**src/rtl/bf16_pkg.sv**
```systemverilog
// Shared BF16 types and constants for the FP32->BF16 encoder and the BF16 adder wrapper.
package bf16_pkg;

  typedef enum logic [2:0] {
    ZERO,
    DENORM,
    NORMAL,
    INF,
    QNAN,
    SNAN
  } fp_class_e;

  localparam logic [15:0]  BF16_POS_INF  = 16'h7F80;
  localparam logic [15:0]  BF16_NEG_INF  = 16'hFF80;
  localparam logic [7:0]   BF16_EXP_MAX  = 8'hFF;
  localparam int unsigned  BF16_QNAN_BIT = 6;

  typedef struct packed {
    logic zero;
    logic underflow;
    logic overflow;
    logic qnan;
    logic snan;
    logic pos_inf;
    logic neg_inf;
    logic inexact;
  } bf16_flags_t;

endpackage

```
**src/rtl/fp32_rne_round.sv**
```systemverilog
// Combinational FP32 classify plus round-to-nearest-even increment of the upper 16 bits.
module fp32_rne_round
  import bf16_pkg::*;
(
  input  logic [31:0] fp32,
  output logic        sign,
  output fp_class_e   cls,
  output logic [16:0] sum,
  output logic        inexact
);

  logic [7:0]  exp_f;
  logic [22:0] mant;
  logic        lsb;
  logic        guard;
  logic        sticky;
  logic        inc;

  assign sign   = fp32[31];
  assign exp_f  = fp32[30:23];
  assign mant   = fp32[22:0];
  assign lsb    = fp32[16];
  assign guard  = fp32[15];
  assign sticky = |fp32[14:0];

  // NaN payloads are truncated, so no increment is applied when exp is all-ones
  assign inc     = guard & (sticky | lsb) & (exp_f != BF16_EXP_MAX);
  assign sum     = {1'b0, fp32[31:16]} + {16'b0, inc};
  assign inexact = guard | sticky;

  always_comb begin
    cls = NORMAL;
    if (exp_f == '0) begin
      cls = (mant == '0) ? ZERO : DENORM;
    end else if (exp_f == BF16_EXP_MAX) begin
      if (mant == '0)   cls = INF;
      else if (mant[22]) cls = QNAN;
      else               cls = SNAN;
    end
  end

endmodule

```
**src/rtl/fp32_to_bf16_encoder.sv**
```systemverilog
// Two-stage FP32->BF16 narrowing converter with valid/ready handshake and inexact-event counter.
module fp32_to_bf16_encoder
  import bf16_pkg::*;
#(
  parameter bit          FLUSH_DENORM = 1'b1,
  parameter int unsigned CNT_W        = 16
) (
  input  logic             clk,
  input  logic             rst_n,
  input  logic             in_valid,
  output logic             in_ready,
  input  logic [31:0]      in_data,
  output logic             out_valid,
  input  logic             out_ready,
  output logic [15:0]      out_data,
  output logic             zero,
  output logic             underflow,
  output logic             overflow,
  output logic             qNaN,
  output logic             sNaN,
  output logic             positive_inf,
  output logic             negative_inf,
  output logic             inexact,
  input  logic             cnt_clr,
  output logic [CNT_W-1:0] cnt_inexact
);

  logic        advance1;
  logic        advance2;

  logic        r_sign;
  fp_class_e   r_cls;
  logic [16:0] r_sum;
  logic        r_inexact;

  logic        s1_valid;
  logic        s1_sign;
  fp_class_e   s1_cls;
  logic [16:0] s1_sum;
  logic        s1_inexact;

  logic        s2_valid;
  logic [15:0] nx_data;
  bf16_flags_t nx_flags;
  bf16_flags_t flags_q;

  assign advance2  = !s2_valid | out_ready;
  assign advance1  = !s1_valid | advance2;
  assign in_ready  = advance1;
  assign out_valid = s2_valid;

  fp32_rne_round u_round (
    .fp32    (in_data),
    .sign    (r_sign),
    .cls     (r_cls),
    .sum     (r_sum),
    .inexact (r_inexact)
  );

  always_ff @(posedge clk) begin
    if (in_valid && advance1) begin
      s1_sign    <= r_sign;
      s1_cls     <= r_cls;
      s1_sum     <= r_sum;
      s1_inexact <= r_inexact;
    end
  end

  always_comb begin
    nx_data  = {s1_sign, s1_sum[14:0]};
    nx_flags = '0;
    unique case (s1_cls)
      ZERO: begin
        nx_data       = {s1_sign, 15'h0};
        nx_flags.zero = 1'b1;
      end
      DENORM: begin
        if (FLUSH_DENORM) begin
          nx_data            = {s1_sign, 15'h0};
          nx_flags.zero      = 1'b1;
          nx_flags.underflow = 1'b1;
          nx_flags.inexact   = 1'b1;
        end else begin
          nx_flags.zero      = (s1_sum[14:0] == '0);
          nx_flags.underflow = s1_inexact;
          nx_flags.inexact   = s1_inexact;
        end
      end
      NORMAL: begin
        nx_flags.inexact = s1_inexact;
        if (s1_sum[14:7] == BF16_EXP_MAX) begin
          nx_data           = s1_sign ? BF16_NEG_INF : BF16_POS_INF;
          nx_flags.overflow = 1'b1;
          nx_flags.inexact  = 1'b1;
          nx_flags.pos_inf  = !s1_sign;
          nx_flags.neg_inf  = s1_sign;
        end
      end
      INF: begin
        nx_data          = s1_sign ? BF16_NEG_INF : BF16_POS_INF;
        nx_flags.pos_inf = !s1_sign;
        nx_flags.neg_inf = s1_sign;
      end
      QNAN: begin
        nx_data       = {s1_sign, BF16_EXP_MAX, s1_sum[6:0]};
        nx_flags.qnan = 1'b1;
      end
      SNAN: begin
        nx_data                = {s1_sign, BF16_EXP_MAX, s1_sum[6:0]};
        nx_data[BF16_QNAN_BIT] = 1'b1;
        nx_flags.snan          = 1'b1;
      end
      default: ;
    endcase
  end

  always_ff @(posedge clk) begin
    if (!rst_n) begin
      s1_valid    <= 1'b0;
      s2_valid    <= 1'b0;
      out_data    <= '0;
      flags_q     <= '0;
      cnt_inexact <= '0;
    end else begin
      if (advance1) s1_valid <= in_valid;
      if (advance2) s2_valid <= s1_valid;
      if (advance2 && s1_valid) begin
        out_data <= nx_data;
        flags_q  <= nx_flags;
      end
      if (cnt_clr)
        cnt_inexact <= '0;
      else if (s2_valid && out_ready && flags_q.inexact && !(&cnt_inexact))
        cnt_inexact <= cnt_inexact + 1'b1;
    end
  end

  assign zero         = flags_q.zero;
  assign underflow    = flags_q.underflow;
  assign overflow     = flags_q.overflow;
  assign qNaN         = flags_q.qnan;
  assign sNaN         = flags_q.snan;
  assign positive_inf = flags_q.pos_inf;
  assign negative_inf = flags_q.neg_inf;
  assign inexact      = flags_q.inexact;

endmodule

```
**config.mk**
```make
export PLATFORM = sky130hd
export DESIGN_NAME = fp32_to_bf16_encoder
export DESIGN_NICKNAME = d
export VERILOG_FILES = /design/src/rtl/bf16_pkg.sv /design/src/rtl/fp32_rne_round.sv /design/src/rtl/fp32_to_bf16_encoder.sv
export SDC_FILE = /design/constraint.sdc
export NUM_CORES = 1
export LEC_CHECK = 0
export CAP_MARGIN = 15
export CORE_MARGIN = 2
export CORE_UTILIZATION = 48
export DETAILED_ROUTE_END_ITERATION = 6
export GPL_TIMING_DRIVEN = 1
export PLACE_DENSITY_LB_ADDON = 0.08
export SLEW_MARGIN = 5
export SYNTH_ARGS = -nofsm -noshare
export SYNTH_HDL_FRONTEND = slang
export SYNTH_SLANG_ARGS = --single-unit
export TNS_END_PERCENT = 20
```
**constraint.sdc**
```tcl
create_clock -name clk -period 3.2 [get_ports clk]
set_input_delay 0.64 -clock clk [delete_from_list [all_inputs] [get_ports clk]]
set_output_delay 0.64 -clock clk [all_outputs]
set_load 0.1 [all_outputs]
```
Word-level counts from Yosys, hierarchy flattened
Cells that the tools add are included.
{"block": "op_classes", "n_addsub": 2, "mul": 0, "n_div": 0, "magnitude_cmp": 0, "eq_ne": 8, "shift": 0, "n_mux": 17, "n_bitwise": 7, "reduce_logical": 16}
{"op": "16-bit one-hot mux with 5 select lines", "n": 1}
{"op": "16-bit 2-to-1 mux", "n": 2}
{"op": "23-bit zero test", "n": 1}
{"op": "16-bit by 1-bit adder with 16-bit output, second input constant", "n": 1}
{"op": "8-bit == test, second input constant", "n": 2}
{"op": "16-bit AND reduction", "n": 1}
{"op": "15-bit by 1-bit adder with 15-bit output", "n": 1}
{"op": "15-bit OR reduction", "n": 1}
{"op": "3-bit 2-to-1 mux", "n": 4}
{"op": "8-bit zero test", "n": 1}
{"op": "1-bit 2-to-1 mux", "n": 8}
{"op": "8-bit != test, second input constant", "n": 1}
{"op": "3-bit by 2-bit == test with 1-bit output, second input constant", "n": 2}
{"op": "3-bit == test, second input constant", "n": 2}
{"op": "1-bit logical AND", "n": 5}
{"op": "1-bit zero test", "n": 4}
{"op": "1-bit OR", "n": 4}
{"op": "2-bit one-hot mux with 2 select lines", "n": 1}
{"op": "2-bit OR reduction", "n": 2}
{"op": "3-bit by 1-bit == test with 1-bit output, second input constant", "n": 1}
{"op": "3-bit zero test", "n": 1}
{"op": "1-bit bitwise AND", "n": 2}
{"op": "1-bit one-hot mux with 2 select lines", "n": 1}
{"op": "1-bit NOT", "n": 1}
{"block": "word_totals", "register_bits": 62, "latchBits": 0, "mem_bits_rw": 0, "romBits": 0, "input_bits": 37, "wordCells": 66, "n_memories": 0}

Longest topological paths before layout
Gate-level depths: netlist (run 1).
{"block": "logic_depth", "word_depth": 5, "mapped_depth": 9, "depth_no_buf": 9}

Cells and area by module
From an unflattened synthesis (run 1), not the netlist that was laid out.
{"block": "hier_totals", "hier_cells": 318, "hier_area_um2": 2940.3}
{"mod": "fp32_to_bf16_encoder", "instances": 1, "cells_per_inst": 259, "area_per_inst_um2": 2532.4}
{"mod": "fp32_rne_round", "instances": 1, "cells_per_inst": 59, "area_per_inst_um2": 407.9}

Worst setup path after synthesis (run 1)
No wires, ideal clock.
{"block": "synth_timing", "kind": "register to register", "start": "reg s2_valid, in the netlist out_valid", "end": "reg s1_cls[0] (enable)", "setup_time_ns": 0.340, "arrival_time_ns": 2.481, "required_time_ns": 2.860, "slack_ns": 0.379, "stages_incl_launch_ff": 4, "period_less_slack_ns": 2.821, "cell_sequence": "dfxtp_1 > nor2b_1 > nand2_1 > and2_1"}
{"block": "synth_between", "elab_chain_len": 4}
{"element": "start, declared", "line": "fp32_to_bf16_encoder.sv:42", "rtl": "logic s2_valid;"}
{"element": "start signal, assigned", "line": "fp32_to_bf16_encoder.sv:126", "rtl": "if (advance2) s2_valid <= s1_valid;"}
{"element": "1-bit zero test", "line": "fp32_to_bf16_encoder.sv:47", "rtl": "assign advance2 = !s2_valid | out_ready;"}
{"element": "1-bit OR", "line": "fp32_to_bf16_encoder.sv:47"}
{"element": "1-bit OR", "line": "fp32_to_bf16_encoder.sv:48", "rtl": "assign advance1 = !s1_valid | advance2;"}
{"element": "named net in_ready", "line": "fp32_to_bf16_encoder.sv:11", "rtl": "output logic in_ready,"}
{"element": "1-bit logical AND", "line": "fp32_to_bf16_encoder.sv:61", "rtl": "if (in_valid && advance1) begin"}
{"element": "end signal, assigned", "line": "fp32_to_bf16_encoder.sv:63", "rtl": "s1_cls <= r_cls;"}
{"element": "end, declared", "line": "fp32_to_bf16_encoder.sv:38", "rtl": "fp_class_e s1_cls;"}
The timed path passes the listed nets, and every way through them passes these cells.
A chain may end at the register's enable or synchronous reset.

Worst setup path in the final report (run 1)
{"block": "layout_timing", "start": "in in_data[1]", "end": "reg s1_sum[12], data pin"}
{"block": "layout_between", "elab_chain_len": 5}
{"element": "start, declared", "line": "fp32_to_bf16_encoder.sv:12", "rtl": "input logic [31:0] in_data,"}
{"element": "15-bit OR reduction", "line": "fp32_rne_round.sv:24", "rtl": "assign sticky = |fp32[14:0];"}
{"element": "1-bit OR", "line": "fp32_rne_round.sv:27", "rtl": "assign inc = guard & (sticky | lsb) & (exp_f != BF16_EXP_MAX);"}
{"element": "1-bit bitwise AND (2 in series)", "line": "fp32_rne_round.sv:27"}
{"element": "15-bit by 1-bit adder with 15-bit output", "line": "fp32_rne_round.sv:28", "rtl": "assign sum = {1'b0, fp32[31:16]} + {16'b0, inc};"}
{"element": "named net r_sum[12]", "line": "fp32_to_bf16_encoder.sv:33", "rtl": "logic [16:0] r_sum;"}
{"element": "end signal, assigned", "line": "fp32_to_bf16_encoder.sv:64", "rtl": "s1_sum <= r_sum;"}
{"element": "end, declared", "line": "fp32_to_bf16_encoder.sv:39", "rtl": "logic [16:0] s1_sum;"}
The timed path passes the listed nets, and every way through them passes these cells.

==> flow_summary_export.csv, run 1 <==
group,metric,value,unit
drt,drt-initial-drc-count,143,
clocking,cts_setup_buffers,0,
drt,postRouteAntennaNets,0,
pwr,power.leakage,1.45,nW
floorplan,initial_core_util,49.1,%
critical_path,cp_max_fo,4,
floorplan,fp.dieH,81.6,µm
floorplan,rows,28,
yosys,synth_top_area_share,29.1,%
yosys,syn_area_per_cell,9.66,µm²
grt,grt_pass1_wl,10.3,mm
cells_and_area,antenna_cells,0,
yosys,ys_top_cells_by_area,"dfxtp_1 (29%), edfxtp_1 (21%), nand2_1 (4.7%)",
critical_path,crit_arrival,2.87,ns
clocking,cts_made_buffers,9,
yosys,ys_ff_latch,62,
placed_design,numPortBuffers,78,
grt,antenna_found_initial,0,
critical_path,critical_path_required,3.27,ns
clocking,postCtsHoldBufs,0,
critical_path,path_cells,"clkdlybuf4s50_1 -> or4_1 -> nor2_1 -> nand2_1 -> and3_1 -> ha_1 -> ha_1 -> and3_1 -> nand3_1 -> xnor2_1",
drt,post_drt_via_cell_ratio,5.51,
clocking,clk_pin_slew,0.06,ns
drt,drc_errors,0,
cells_and_area,fin_util,65.5,%
clocking,root_buffer,"clkbuf_8",
sta,rsz0062_at_grt,"false",
clocking,clk_latency,0.33,ns
floorplan,ios,79,
cells_and_area,drive_above_1_share,18.8,%
placed_design,hpwl,4.83,mm
yosys,yosysSeqAreaShare,49.9,%
grt,grt_pass1_vias,2233,
critical_path,endpoint_kind,"flop",
yosys,synth_ff_type,"dfxtp_1",
sta,timing.hold.ws,0.459,ns
critical_path,critPathTopFamily,"simple AND/OR/NAND/NOR gates",
sta,worst_pin_slew,0.592,ns
sta,slew_viol_final,0,
sta,fin_crit,2.81,ns
yosys,synth_common_cells,"dfxtp_1 (42), nand2_1 (36), a21oi_1 (21), edfxtp_1 (20), nand3_1 (18)",
sta,relSlewSlack,60.6,%
clocking,cts.repair.resized,0,
status,outcome,"completed",
drt,wl_per_cell,13.7,µm
clocking,cts_tree,"built",
sta,fmax,356,MHz
yosys,synth.most_common_cell,"dfxtp_1",
sta,final_min_period_over_clock_period,87.7,%
cells_and_area,fill_cells,511,
critical_path,crit_buf_inv,1,
yosys,syn-cell-area,0.00289,mm²
drt,dr.pass1.iters,4,
yosys,synth_fp_nets,339,
run,maxCapViolCount,0,
placed_design,finalWeightedCongestion,0.844,
pwr,p_per_area,457,mW/mm²
yosys,synth_area_leader_cell,"dfxtp_1",
cells_and_area,finalNetCount,423,
floorplan,die_w,81.6,µm
grt,grt_max_degree,27,
critical_path,crit_path_start_kind,"input pin",
critical_path,crit_slowest_cell,"or4_1",
cells_and_area,syn_to_final_growth,33.5,%
pwr,peakVddDrop,0.304,mV
yosys,synthCells,299,
drt,vias,2553,
yosys,synth_warnings,0,
sta,fin_skew,0.0113,ns
yosys,yosysUniqueCellTypes,51,
critical_path,slowest_delay,0.53,ns
critical_path,critPathKind,"in -> reg",
clocking,clockBufferDepth,2,
sta,finalHoldViolations,0,
clocking,htree_levels,3,
sta,tns,0,ns
clocking,clock-sinks,62,
grt,grtUsageTotal,20.2,%
floorplan,core,0.00589,mm²
floorplan,die-area,0.00666,mm²
hold_path,min_path_type,"reg -> reg",
drt,wirelength,6.34,mm
yosys,synth_edf_count,20,
yosys,ys_async_sr_fraction,0,%
grt,grt_overflow,0,
sta,finalSetupViolCount,0,
==> flip-flops by register name, summed over array words and instances (netlist names) <==
name          count
underflow         1
zero              1
overflow          1
s1_cls            3
sNaN              1
s1_inexact        1
inexact           1
qNaN              1
out_valid         1
s1_valid          1
positive_inf      1
out_data         16
s1_sign           1
negative_inf      1
cnt_inexact      16
s1_sum           15
==> cell usage in the layout (no fill, tap or decap), types with 7 or more instances in the layout <==
cell and count:
buf_4 45, dfxtp_1 42, nand2_1 36, clkdlybuf4s50_1 36, a21oi_1 21, edfxtp_1 20, nand3_1 18, nor2_1 15
nand4_1 13, o21ai_0 13, xnor2_1 10, clkbuf_8 10, a21boi_0 8, or4_1 7, a32o_1 7
==> layout make-up <==
class,count,area [µm²],share of cell area [%]
Clock buffer,11,141,3.67
Clock inverter,5,48.8,1.27
Inverter,6,22.5,0.584
Multi-Input combinational cell,222,1390,36.1
Sequential cell,62,1440,37.4
Tap cell,75,93.8,2.43
Timing Repair Buffer,82,718,18.6
==> kinds of logic (layout without fill, tap and decap cells) <==
family | after synthesis | in the layout | synth area share, %
buffers and inverters | 15 | 104 | 1.95
muxes | 2 | 2 | 0.693
AOI/OAI and AO/OA | 71 | 71 | 16.6
and+or+nand+nor | 133 | 133 | 25.6
adders and majority gates | 3 | 3 | 1.30
DFF | 62 | 62 | 49.9
xor gates and xnor gates | 13 | 13 | 3.94
==> metrics by stage <==
stage	setup slack, ns	area, µm²	cells	power [mW]
6_report	0.394	3860	463	1.76
5_1_grt	0.231	3860	463	1.83
4_1_cts	0.402	3860	463	1.78
3_5_place_dp	0.0508	3670	447	1.13
3_3_place_gp	0.148	3670	447	1.13
2_1_floorplan	0.379	2890	299	1.03
==> path summary, 6_finish.rpt <==
| path | from | end | slack, ns | cells after the start |
|---|---|---|---|---|
| max | in_data[1] | s1_sum[12]$_DFFE_PP_ | 0.39 | 10 |
| min | s1_sum[5]$_DFFE_PP_ | out_data[5]$_SDFFE_PN0P_ | 0.46 | 1 |
| max reg2reg | cnt_inexact[12]$_SDFFE_PP0P_ | cnt_inexact[7]$_SDFFE_PP0P_ | 1.33 | 4 |
| min reg2reg | s1_sum[5]$_DFFE_PP_ | out_data[5]$_SDFFE_PN0P_ | 0.46 | 1 |
==> where the power goes <==
group / total [mW] / internal [mW] / switching (mW)
Clock: 0.650 / 0.374 / 0.276
Combinational: 0.253 / 0.0863 / 0.167
Sequential: 0.860 / 0.844 / 0.0164
Total: 1.76 / 1.30 / 0.460
==> per-layer routing <==
metal	vias to the layer above	global-route usage, %	routed length, µm	part of all wire, %
li1	1303	-	-	-
met3	6	5.49	369	5.8
met5	-	0	0	0
met2	74	29.5	2700	43
met4	0	7.50	85	1.3
met1	1170	28.5	3180	50
==> worst register-to-register path: cells and delay by family (launching register included) <==
kind | cells | cell delay [ns]
AOI/OAI and AO/OA | 1 | 0.06
DFF | 1 | 0.45
and+or+nand+nor | 3 | 1.23
(Power assumes the default switching activity.)
==> run 2: changes to the inputs <==
==> constraint.sdc (replaced) <==
create_clock -name clk -period 3.2 [get_ports clk]
set_input_delay 0.64 -clock clk [delete_from_list [all_inputs] [get_ports clk]]
set_output_delay 0.64 -clock clk [all_outputs]
set_load 0.05 [all_outputs]
==> flow_summary_export.csv, run 2 (same netlist as run 1, synthesis figures left out) <==
group,metric,value,unit
clocking,clock-sinks,62,
sta,fin_skew,0.00841,ns
cells_and_area,syn_to_final_growth,38.2,%
drt,wl_met1,3.14,mm
clocking,cts.repair.resized,0,
pwr,peakVddDrop,0.404,mV
sta,slew_viol_final,0,
cells_and_area,finalNetCount,423,
drt,met2_length,2.93,mm
sta,fmax,353,MHz
drt,post_drt_via_cell_ratio,5.67,
floorplan,rows,28,
floorplan,ios,79,
sta,finalSetupViolCount,0,
cells_and_area,antenna_cells,0,
sta,rsz0062_at_grt,"false",
clocking,cts_made_buffers,9,
drt,dr.pass1.iters,4,
clocking,postCtsHoldBufs,0,
critical_path,path_cells,"clkdlybuf4s50_1 -> or4_1 -> nor2_1 -> nand2_1 -> and3_1 -> ha_1 -> ha_1 -> and3_1 -> nand3_1 -> xnor2_1",
clocking,htree_levels,3,
floorplan,fp.dieH,81.6,µm
floorplan,die-area,0.00666,mm²
floorplan,core,0.00589,mm²
sta,final_min_period_over_clock_period,88.6,%
cells_and_area,final_common_cell,"clkdlybuf4s50_1",
drt,drt-initial-drc-count,116,
run,maxCapViolCount,0,
critical_path,crit_arrival,2.91,ns
clocking,cts_tree,"built",
cells_and_area,layoutNonFillerInstCount,463,
floorplan,initial_core_util,49.1,%
placed_design,hpwl,4.89,mm
drt,wl_met3,431,µm
clocking,root_buffer,"clkbuf_8",
status,outcome,"completed",
grt,grt_max_degree,21,
pwr,p_per_area,468,mW/mm²
critical_path,critPathKind,"in -> reg",
hold_path,min_from,"s1_sum[5]$_DFFE_PP_",
sta,relSlewSlack,61.6,%
grt,antenna_found_initial,0,
critical_path,slowest_delay,0.53,ns
clocking,cts_setup_buffers,0,
cells_and_area,layout_common_cells,"clkdlybuf4s50_1 (77), dfxtp_1 (42), nand2_1 (36)",
placed_design,finalWeightedCongestion,0.842,
placed_design,dp_cells,447,
drt,drc_errors,0,
placed_design,numPortBuffers,78,
critical_path,crit_slowest_cell,"or4_1",
sta,finalHoldViolations,0,
drt,postRouteAntennaNets,0,
drt,wirelength,6.54,mm
grt,grt_overflow,0,
drt,topRoutingLayerUsed,"met4",
drt,vias,2623,
critical_path,crit_path_start_kind,"input pin",
sta,fin_crit,2.83,ns
grt,grt_pass1_wl,10.9,mm
critical_path,startpoint,"in_data[1]",
sta,tns,0,ns
sta,worst_pin_slew,0.576,ns
cells_and_area,reg_top3,"cnt_inexact: 16 flops, out_data: 16 flops, s1_sum: 15 flops",
floorplan,die_w,81.6,µm
critical_path,cp_max_fo,4,
cells_and_area,drive_above_1_share,8.76,%
grt,grt_pass1_vias,2463,
clocking,clockBufferDepth,2,
hold_path,min_path_type,"reg -> reg",
critical_path,critical_path_required,3.27,ns
critical_path,endpoint_kind,"flop",
clocking,clk_latency,0.33,ns
grt,grtUsageTotal,21.4,%
critical_path,r2r_start,"cnt_inexact[12]$_SDFFE_PP0P_",
clocking,clk_pin_slew,0.06,ns
drt,wl_per_cell,14.1,µm
pwr,power.leakage,1.38,nW
run 2: cell count changes in the layout (fill, tap and decap cells not counted), sizes merged:
cell / before / now
clkinvlp: 0 / 1
clkinv: 4 / 3
clkdlybuf4s50: 36 / 77
buf: 46 / 5
bufinv: 1 / 3
clkbuf: 11 / 9
run 2: area by class of cell:
type / instances / area [µm²]
clock inverter: 7 / 113
inverter: 6 / 22.5
fill: 472 / 1890
multi-input combinational: 222 / 1390
tap: 75 / 93.8
clock buffer: 9 / 124
sequential: 62 / 1440
timing repair buffer: 82 / 808
run 2: path summary, 6_finish.rpt:
kind | endpoint | slack (ns) | cells past startpoint
setup / recovery | s1_sum[12]$_DFFE_PP_ | 0.37 | 10
hold / removal | out_data[5]$_SDFFE_PN0P_ | 0.46 | 1
setup reg to reg | cnt_inexact[7]$_SDFFE_PP0P_ | 1.34 | 4
hold reg to reg | out_data[5]$_SDFFE_PN0P_ | 0.46 | 1
run 2: per-layer routing:
metal / track usage, % / vias to the layer above
met5: 0 / -
met4: 8.00 / 0
met3: 6.04 / 4
met2: 32.8 / 87
met1: 28.9 / 1228
li1: - / 1304
run 2: per-stage QoR:
step | hold WS (ns) | utilization, % | setup WS (ns) | total power [mW] | instance area [µm²]
3_3_place_gp | 0.438 | 63.8 | 0.150 | 1.08 | 3760
4_1_cts | 0.466 | 67.9 | 0.380 | 1.89 | 3990
3_5_place_dp | 0.451 | 63.8 | 0.0158 | 1.08 | 3760
2_1_floorplan | 0.435 | - | 0.599 | 0.981 | 2890
6_report | 0.461 | 67.9 | 0.365 | 1.87 | 3990
5_1_grt | 0.482 | 67.9 | 0.224 | 1.94 | 3990
run 2: worst max-delay path, delay by kind of cell:
family	cells	cell delay [ns]
buffers and inverters	1	0.39
adder cells (fa/ha/maj)	2	0.47
XOR/XNOR	1	0.08
AND/OR/NAND/NOR	6	1.33
run 2: power by group:
| part | internal, mW | switching [mW] |
|---|---|---|
| Sequential | 0.843 | 0.0159 |
| Combinational | 0.0907 | 0.115 |
| Clock | 0.513 | 0.291 |
==> run 3: changes to the inputs <==
--- a/config.mk
+++ b/config.mk
@@ -10,6 +10,7 @@
 export CORE_UTILIZATION = 48
 export DETAILED_ROUTE_END_ITERATION = 6
 export GPL_TIMING_DRIVEN = 1
+export MAX_ROUTING_LAYER = met4
 export PLACE_DENSITY_LB_ADDON = 0.08
 export SLEW_MARGIN = 5
 export SYNTH_ARGS = -nofsm -noshare
==> constraint.sdc (replaced) <==
create_clock -name clk -period 3.2 [get_ports clk]
set_input_delay 0.48 -clock clk [delete_from_list [all_inputs] [get_ports clk]]
set_output_delay 0.48 -clock clk [all_outputs]
set_load 0.05 [all_outputs]
==> flow_summary_export.csv, run 3 (same netlist as run 1, synthesis figures left out) <==
group,metric,value,unit
clocking,clockBufferDepth,2,
pwr,peakVddDrop,0.265,mV
critical_path,crit_path_start_kind,"input pin",
clocking,clock-sinks,62,
critical_path,crit_slowest_cell,"or4_1",
cells_and_area,stdcell_area,0.00393,mm²
pwr,switching_share,24.9,%
critical_path,cp_max_fo,4,
hold_path,min_from,"out_data[15]$_SDFFE_PN0P_",
sta,finalHoldViolations,0,
placed_design,hpwl,4.74,mm
pwr,power.leakage,1.35,nW
hold_path,min_path_type,"reg -> reg",
pwr,p_per_area,431,mW/mm²
drt,post_drt_via_cell_ratio,5.59,
sta,rsz0062_at_grt,"false",
pwr,p_int,1.27,mW
status,outcome,"completed",
grt,grt_pass1_wl,10.5,mm
cells_and_area,antenna_cells,0,
grt,grt_max_degree,21,
cells_and_area,reg_top3,"cnt_inexact: 16 flops, out_data: 16 flops, s1_sum: 15 flops",
drt,vias,2576,
pwr,p_clk_share,37.3,%
hold_path,hold-path-endpoint,"out_data[15]$_SDFFE_PN0P_",
cells_and_area,syn_to_final_growth,36.1,%
critical_path,critical_path_required,3.28,ns
critical_path,critPathKind,"in -> reg",
clocking,cts_tree,"built",
placed_design,finalWeightedCongestion,0.845,
critical_path,r2r_cells,4,
clocking,clk_latency,0.34,ns
sta,finalSetupViolCount,0,
pwr,power_switching,0.422,mW
sta,fin_crit,2.61,ns
critical_path,ff2ff_setup_slack,1.32,ns
critical_path,path_cells,"clkdlybuf4s50_1 -> or4_1 -> nor2_1 -> nand2_1 -> and3_1 -> ha_1 -> ha_1 -> and3_1 -> nand3_1 -> xnor2_1",
grt,antenna_found_initial,0,
clocking,clk_pin_slew,0.07,ns
floorplan,die-area,0.00666,mm²
cells_and_area,drive_above_1_share,7.77,%
drt,wl_per_cell,14.0,µm
floorplan,die_w,81.6,µm
hold_path,min_path_cells,2,
cells_and_area,fin_util,66.8,%
clocking,cts.repair.resized,0,
cells_and_area,finalNetCount,421,
run,maxCapViolCount,0,
drt,drt-initial-drc-count,175,
critical_path,slowest_delay,0.53,ns
floorplan,initial_core_util,49.1,%
clocking,htree_levels,3,
critical_path,endpoint_kind,"flop",
cells_and_area,final_common_cell,"clkdlybuf4s50_1",
sta,fin_skew,0.00746,ns
drt,wirelength,6.45,mm
floorplan,rows,28,
grt,grtUsageTotal,21.3,%
floorplan,core,0.00589,mm²
drt,dr.pass1.iters,5,
clocking,cts_setup_buffers,0,
cells_and_area,layout_common_cells,"clkdlybuf4s50_1 (78), dfxtp_1 (42), nand2_1 (36)",
drt,drc_errors,0,
clocking,postCtsHoldBufs,0,
clocking,root_buffer,"clkbuf_8",
placed_design,place_area,0.00374,mm²
floorplan,fp.dieH,81.6,µm
sta,final_min_period_over_clock_period,81.7,%
drt,postRouteAntennaNets,0,
floorplan,ios,79,
critical_path,r2r-end,"cnt_inexact[7]$_SDFFE_PP0P_",
placed_design,numPortBuffers,78,
grt,grt_pass1_vias,2260,
critical_path,r2r_start,"cnt_inexact[12]$_SDFFE_PP0P_",
pwr,p_comb_share,12.0,%
sta,tns,0,ns
sta,slew_viol_final,0,
pwr,seq_power_share,50.7,%
clocking,cts_made_buffers,9,
critical_path,crit_arrival,2.70,ns
sta,worst_pin_slew,0.591,ns
sta,fmax,383,MHz
sta,relSlewSlack,60.5,%
grt,grt_overflow,0,
-- run 3: cell count changes in the layout (fill, tap and decap cells not counted), sizes merged --
cell           previous run  this run
clkbuf                    9        13
bufinv                    3         0
clkinv                    3         2
buf                       5         2
clkdlybuf4s50            77        78
-- run 3: layout make-up --
class / instances / area, µm²
Fill cell: 497 / 1950
Timing Repair Buffer: 80 / 796
Clock inverter: 3 / 17.5
Sequential cell: 62 / 1440
Inverter: 6 / 22.5
Multi-Input combinational cell: 222 / 1390
Tap cell: 75 / 93.8
Clock buffer: 13 / 169
-- run 3: metrics by stage --
step	cells	hold slack, ns	setup slack [ns]	power (mW)
6_report	461	0.463	0.587	1.70
5_1_grt	461	0.481	0.445	1.77
4_1_cts	461	0.468	0.602	1.71
3_5_place_dp	445	0.447	0.239	1.08
3_3_place_gp	445	0.442	0.309	1.08
2_1_floorplan	299	0.435	0.759	0.981
-- run 3: per-layer routing --
layer  global-route usage, %  vias up  wire length, µm
met5                       -        -                0
met4                    8.50        0              108
met3                    4.95        9              410
met2                    28.7       79             2780
met1                    30.8     1190             3150
li1                        -     1298                -
-- run 3: worst max-delay path by stage --
stage / startpoint / cells past startpoint / endpoint
3_5_place_dp: in_data[1] / 10 / s1_sum[12]$_DFFE_PP_
2_1_floorplan: in_data[1] / 9 / s1_sum[10]$_DFFE_PP_
6_report: in_data[1] / 10 / s1_sum[12]$_DFFE_PP_
3_3_place_gp: in_data[1] / 10 / s1_sum[10]$_DFFE_PP_
5_1_grt: in_data[1] / 10 / s1_sum[12]$_DFFE_PP_
4_1_cts: in_data[1] / 10 / s1_sum[12]$_DFFE_PP_
-- run 3: worst max-delay path: cells and delay by family --
family	cells	cell delay, ns
xor+xnor	1	0.07
fa+ha+maj	2	0.46
buf+inv	1	0.39
simple gates	6	1.28
-- run 3: power groups by stage --
| stage | Clock (mW) | Sequential [mW] | Combinational (mW) |
|---|---|---|---|
| floorplan | 0 | 0.920 | 0.0608 |
| global placement | 0 | 0.877 | 0.201 |
| detailed placement | 0 | 0.877 | 0.203 |
| CTS | 0.649 | 0.860 | 0.204 |
| global route | 0.683 | 0.863 | 0.220 |
| finish | 0.633 | 0.859 | 0.203 |
==> RTL change, RTL diff (settings of run 3) <==
Put one more register stage on the output `cnt_inexact`, with the module's reset. The value now appears one clock later. The other outputs are not delayed to match.
--- a/src/rtl/fp32_to_bf16_encoder.sv
+++ b/src/rtl/fp32_to_bf16_encoder.sv
@@ -25,4 +25,6 @@
   output logic [CNT_W-1:0] cnt_inexact
 );
+
+  logic [CNT_W-1:0] cnt_inexact_s0;
 
   logic        advance1;
@@ -121,5 +123,5 @@
       out_data    <= '0;
       flags_q     <= '0;
-      cnt_inexact <= '0;
+      cnt_inexact_s0 <= '0;
     end else begin
       if (advance1) s1_valid <= in_valid;
@@ -130,7 +132,7 @@
       end
       if (cnt_clr)
-        cnt_inexact <= '0;
-      else if (s2_valid && out_ready && flags_q.inexact && !(&cnt_inexact))
-        cnt_inexact <= cnt_inexact + 1'b1;
+        cnt_inexact_s0 <= '0;
+      else if (s2_valid && out_ready && flags_q.inexact && !(&cnt_inexact_s0))
+        cnt_inexact_s0 <= cnt_inexact_s0 + 1'b1;
     end
   end
@@ -145,4 +147,12 @@
   assign inexact      = flags_q.inexact;
 
+  always_ff @(posedge clk) begin
+    if (!rst_n) begin
+      cnt_inexact <= '0;
+    end else begin
+      cnt_inexact <= cnt_inexact_s0;
+    end
+  end
+
 endmodule
 
Check against the original RTL: not equivalent (a bounded check fails within 4 cycles, from zero or initial values and one cycle with rst_n low).
==> RTL change against run 3 <==
  * Sequential share of layout area is 3.6 points higher
  * Count of clock-buffer cells in the layout decreased by 1
  * Synthesized area increased by 14%
  * Routed wire length grew 11%
  * Global-route usage is 0.85 points lower
  * Sequential cell count grew 16
  * Design area up 11%
  * Total power grew 22%
  * Synthesized cell count rose by 11%
  * Critical path depth is the same
  * Setup slack worse by 0.071 ns
  * Critical endpoint is now s1_sum[14]
  * Highest routed layer unchanged
==> RTL change: results (changes against run 3) <==
- Leakage Power: 1.52 nW, +13%
- global-route wire length before repair: 11800 um, +13%
- Synth cell types: 41, -20%
- maximum number of pins on one net before global-route repair: 21, unchanged
- number of I/O port buffers: 78, unchanged
- worst skew pair latency: 0.34 ns, about the same
- cell count of the worst reg-to-reg path: 5, +1
- number of setup buffers added after CTS: 0, unchanged
- syn_nets: 372, +9.7%
- Bufs on Longest Clock Path: 2, unchanged
- transition time of the tightest slew-check pin: 0.885 ns, +0.294 ns
- max-slew violations: 0, unchanged
- FF-to-FF setup slack: 1.03 ns, -0.29 ns
- total global-route track usage: 20.5%, -0.85 points
- number of warnings printed during yosys synthesis: 0, unchanged
- area of placed instances: 4170 um2, +11%
- number of placed instances with taps included: 484, +8.8%
- endpoint of the worst setup timing path: s1_sum[14]
- Final Net Count: 455, +8.1%
- Post-synth ARST share: 0%, unchanged
- synth top area cells: dfxtp_1 35%, edfxtp_1 18%, nand2_1 5.1%
- Clock H-tree levels: 3, unchanged
- PostCTS Resize Cnt: 0, unchanged
- routed vias/inst: 5.52, -1.2%
- RR Endpoint: cnt_inexact_s0[8]
- result of the run: completed
- buffer cell driving the clock tree root: clkbuf_8
- register area share after synthesis: 53.7%, +3.8 points
- detailed placement HPWL: 5250 um, +11%
- overall routed net length: 7130 um, +11%
- ranking of synthesized cells by instance count: 58 x dfxtp_1, 45 x nand2_1, 26 x a21oi_1
- routability-driven placement congestion ratio: 0.810, -4.1%
- via count of the first global-routing pass: 2599, +15%
- critical path startpoint: in_data[23]
- maximum vdd drop: 0.251 mV, -5.3%
- EDFF count, synth: 20, unchanged
- 1st-iter DRT viols: 78, -55%
- worst r2r src: cnt_inexact_s0[1]
- worst setup skew after layout: 0.0126 ns, +0.00518 ns
- share of layout cells above drive strength 1: 7.86%, +0.085 points
- Avg Cell Area, Syn: 9.88 um2, +2.3%
- maximum single-stage delay on the critical path: 0.51 ns, -0.02 ns
- total via count in the routed design: 2761, +7.2%
- number of buffers created by CTS: 9, unchanged
- worst slack after detailed placement: 0.180 ns, -0.0591 ns
- number of antenna repair diodes: 0, unchanged
- path category of the worst min-delay check: flip-flop to flip-flop
- initial antenna violation count: 0, unchanged
- crit path time final: 2.68 ns, +0.0712 ns
- arrival time at the worst endpoint: 2.77 ns, +0.07 ns
- largest registers: cnt_inexact x16, cnt_inexact_s0 x16, out_data x16
- count of endpoints failing hold in the final timing report: 0, unchanged
- first-pass iteration count of the detailed router: 4, -1
- Max FO, Critical Path: 6, +2
- CP max stage cell: clkdlybuf4s50_1
- Clk pin slew, worst setup/hold paths: 0.08 ns
==> RTL change: worst min-delay path by stage <==
stage,start,to,slack [ns],depth (start not counted)
after global routing,s1_sum[0],out_data[0],0.49,1
after floorplan,s1_sum[0],out_data[0],0.44,1
after global placement,s1_sum[4],out_data[4],0.44,1
after CTS,sNaN,sNaN,0.46,2
after detailed placement,s1_sum[0],out_data[0],0.45,1
final,s1_sum[0],out_data[0],0.46,1
==> RTL change: kinds of logic after synthesis <==
family	count (synthesis)	share of synthesized area (%)
AND/OR/NAND/NOR	149	24.5
AO/OA/AOI/OAI	65	12.9
buffers and inverters	16	1.83
multiplexers	8	2.44
XOR/XNOR	13	3.47
adder cells (fa/ha/maj)	3	1.14
flip-flops	78	53.7
==> RTL change: layout make-up <==
cell class | count | area (um2)
Tap cell | 80 | 100
Clock buffer | 12 | 145
Sequential cell | 78 | 1760
Clock inverter | 4 | 70.1
Multi-Input combinational cell | 238 | 1460
Timing Repair Buffer | 85 | 833
Fill cell | 540 | 2340
Inverter | 3 | 11.3
==> RTL change: critical path, delay by kind of cell <==
| kind | cells | cell delay, ns |
|---|---|---|
| xor+xnor | 1 | 0.14 |
| compound gates | 1 | 0.18 |
| simple gates | 5 | 1.00 |
| buf+inv | 1 | 0.51 |
| fa+ha+maj | 2 | 0.45 |
==> RTL change: metal layers <==
metal,GRT usage [%],share of wire (%)
met1,23.0,41
met2,35.0,52
met3,4.29,5.0
met4,9.09,1.6
met5,-,0
==> RTL change: power by group <==
group	leakage, nW	internal [mW]	switching (mW)
Combinational	0.752	0.0935	0.121
Sequential	0.662	1.04	0.0160
Clock	0.110	0.459	0.336
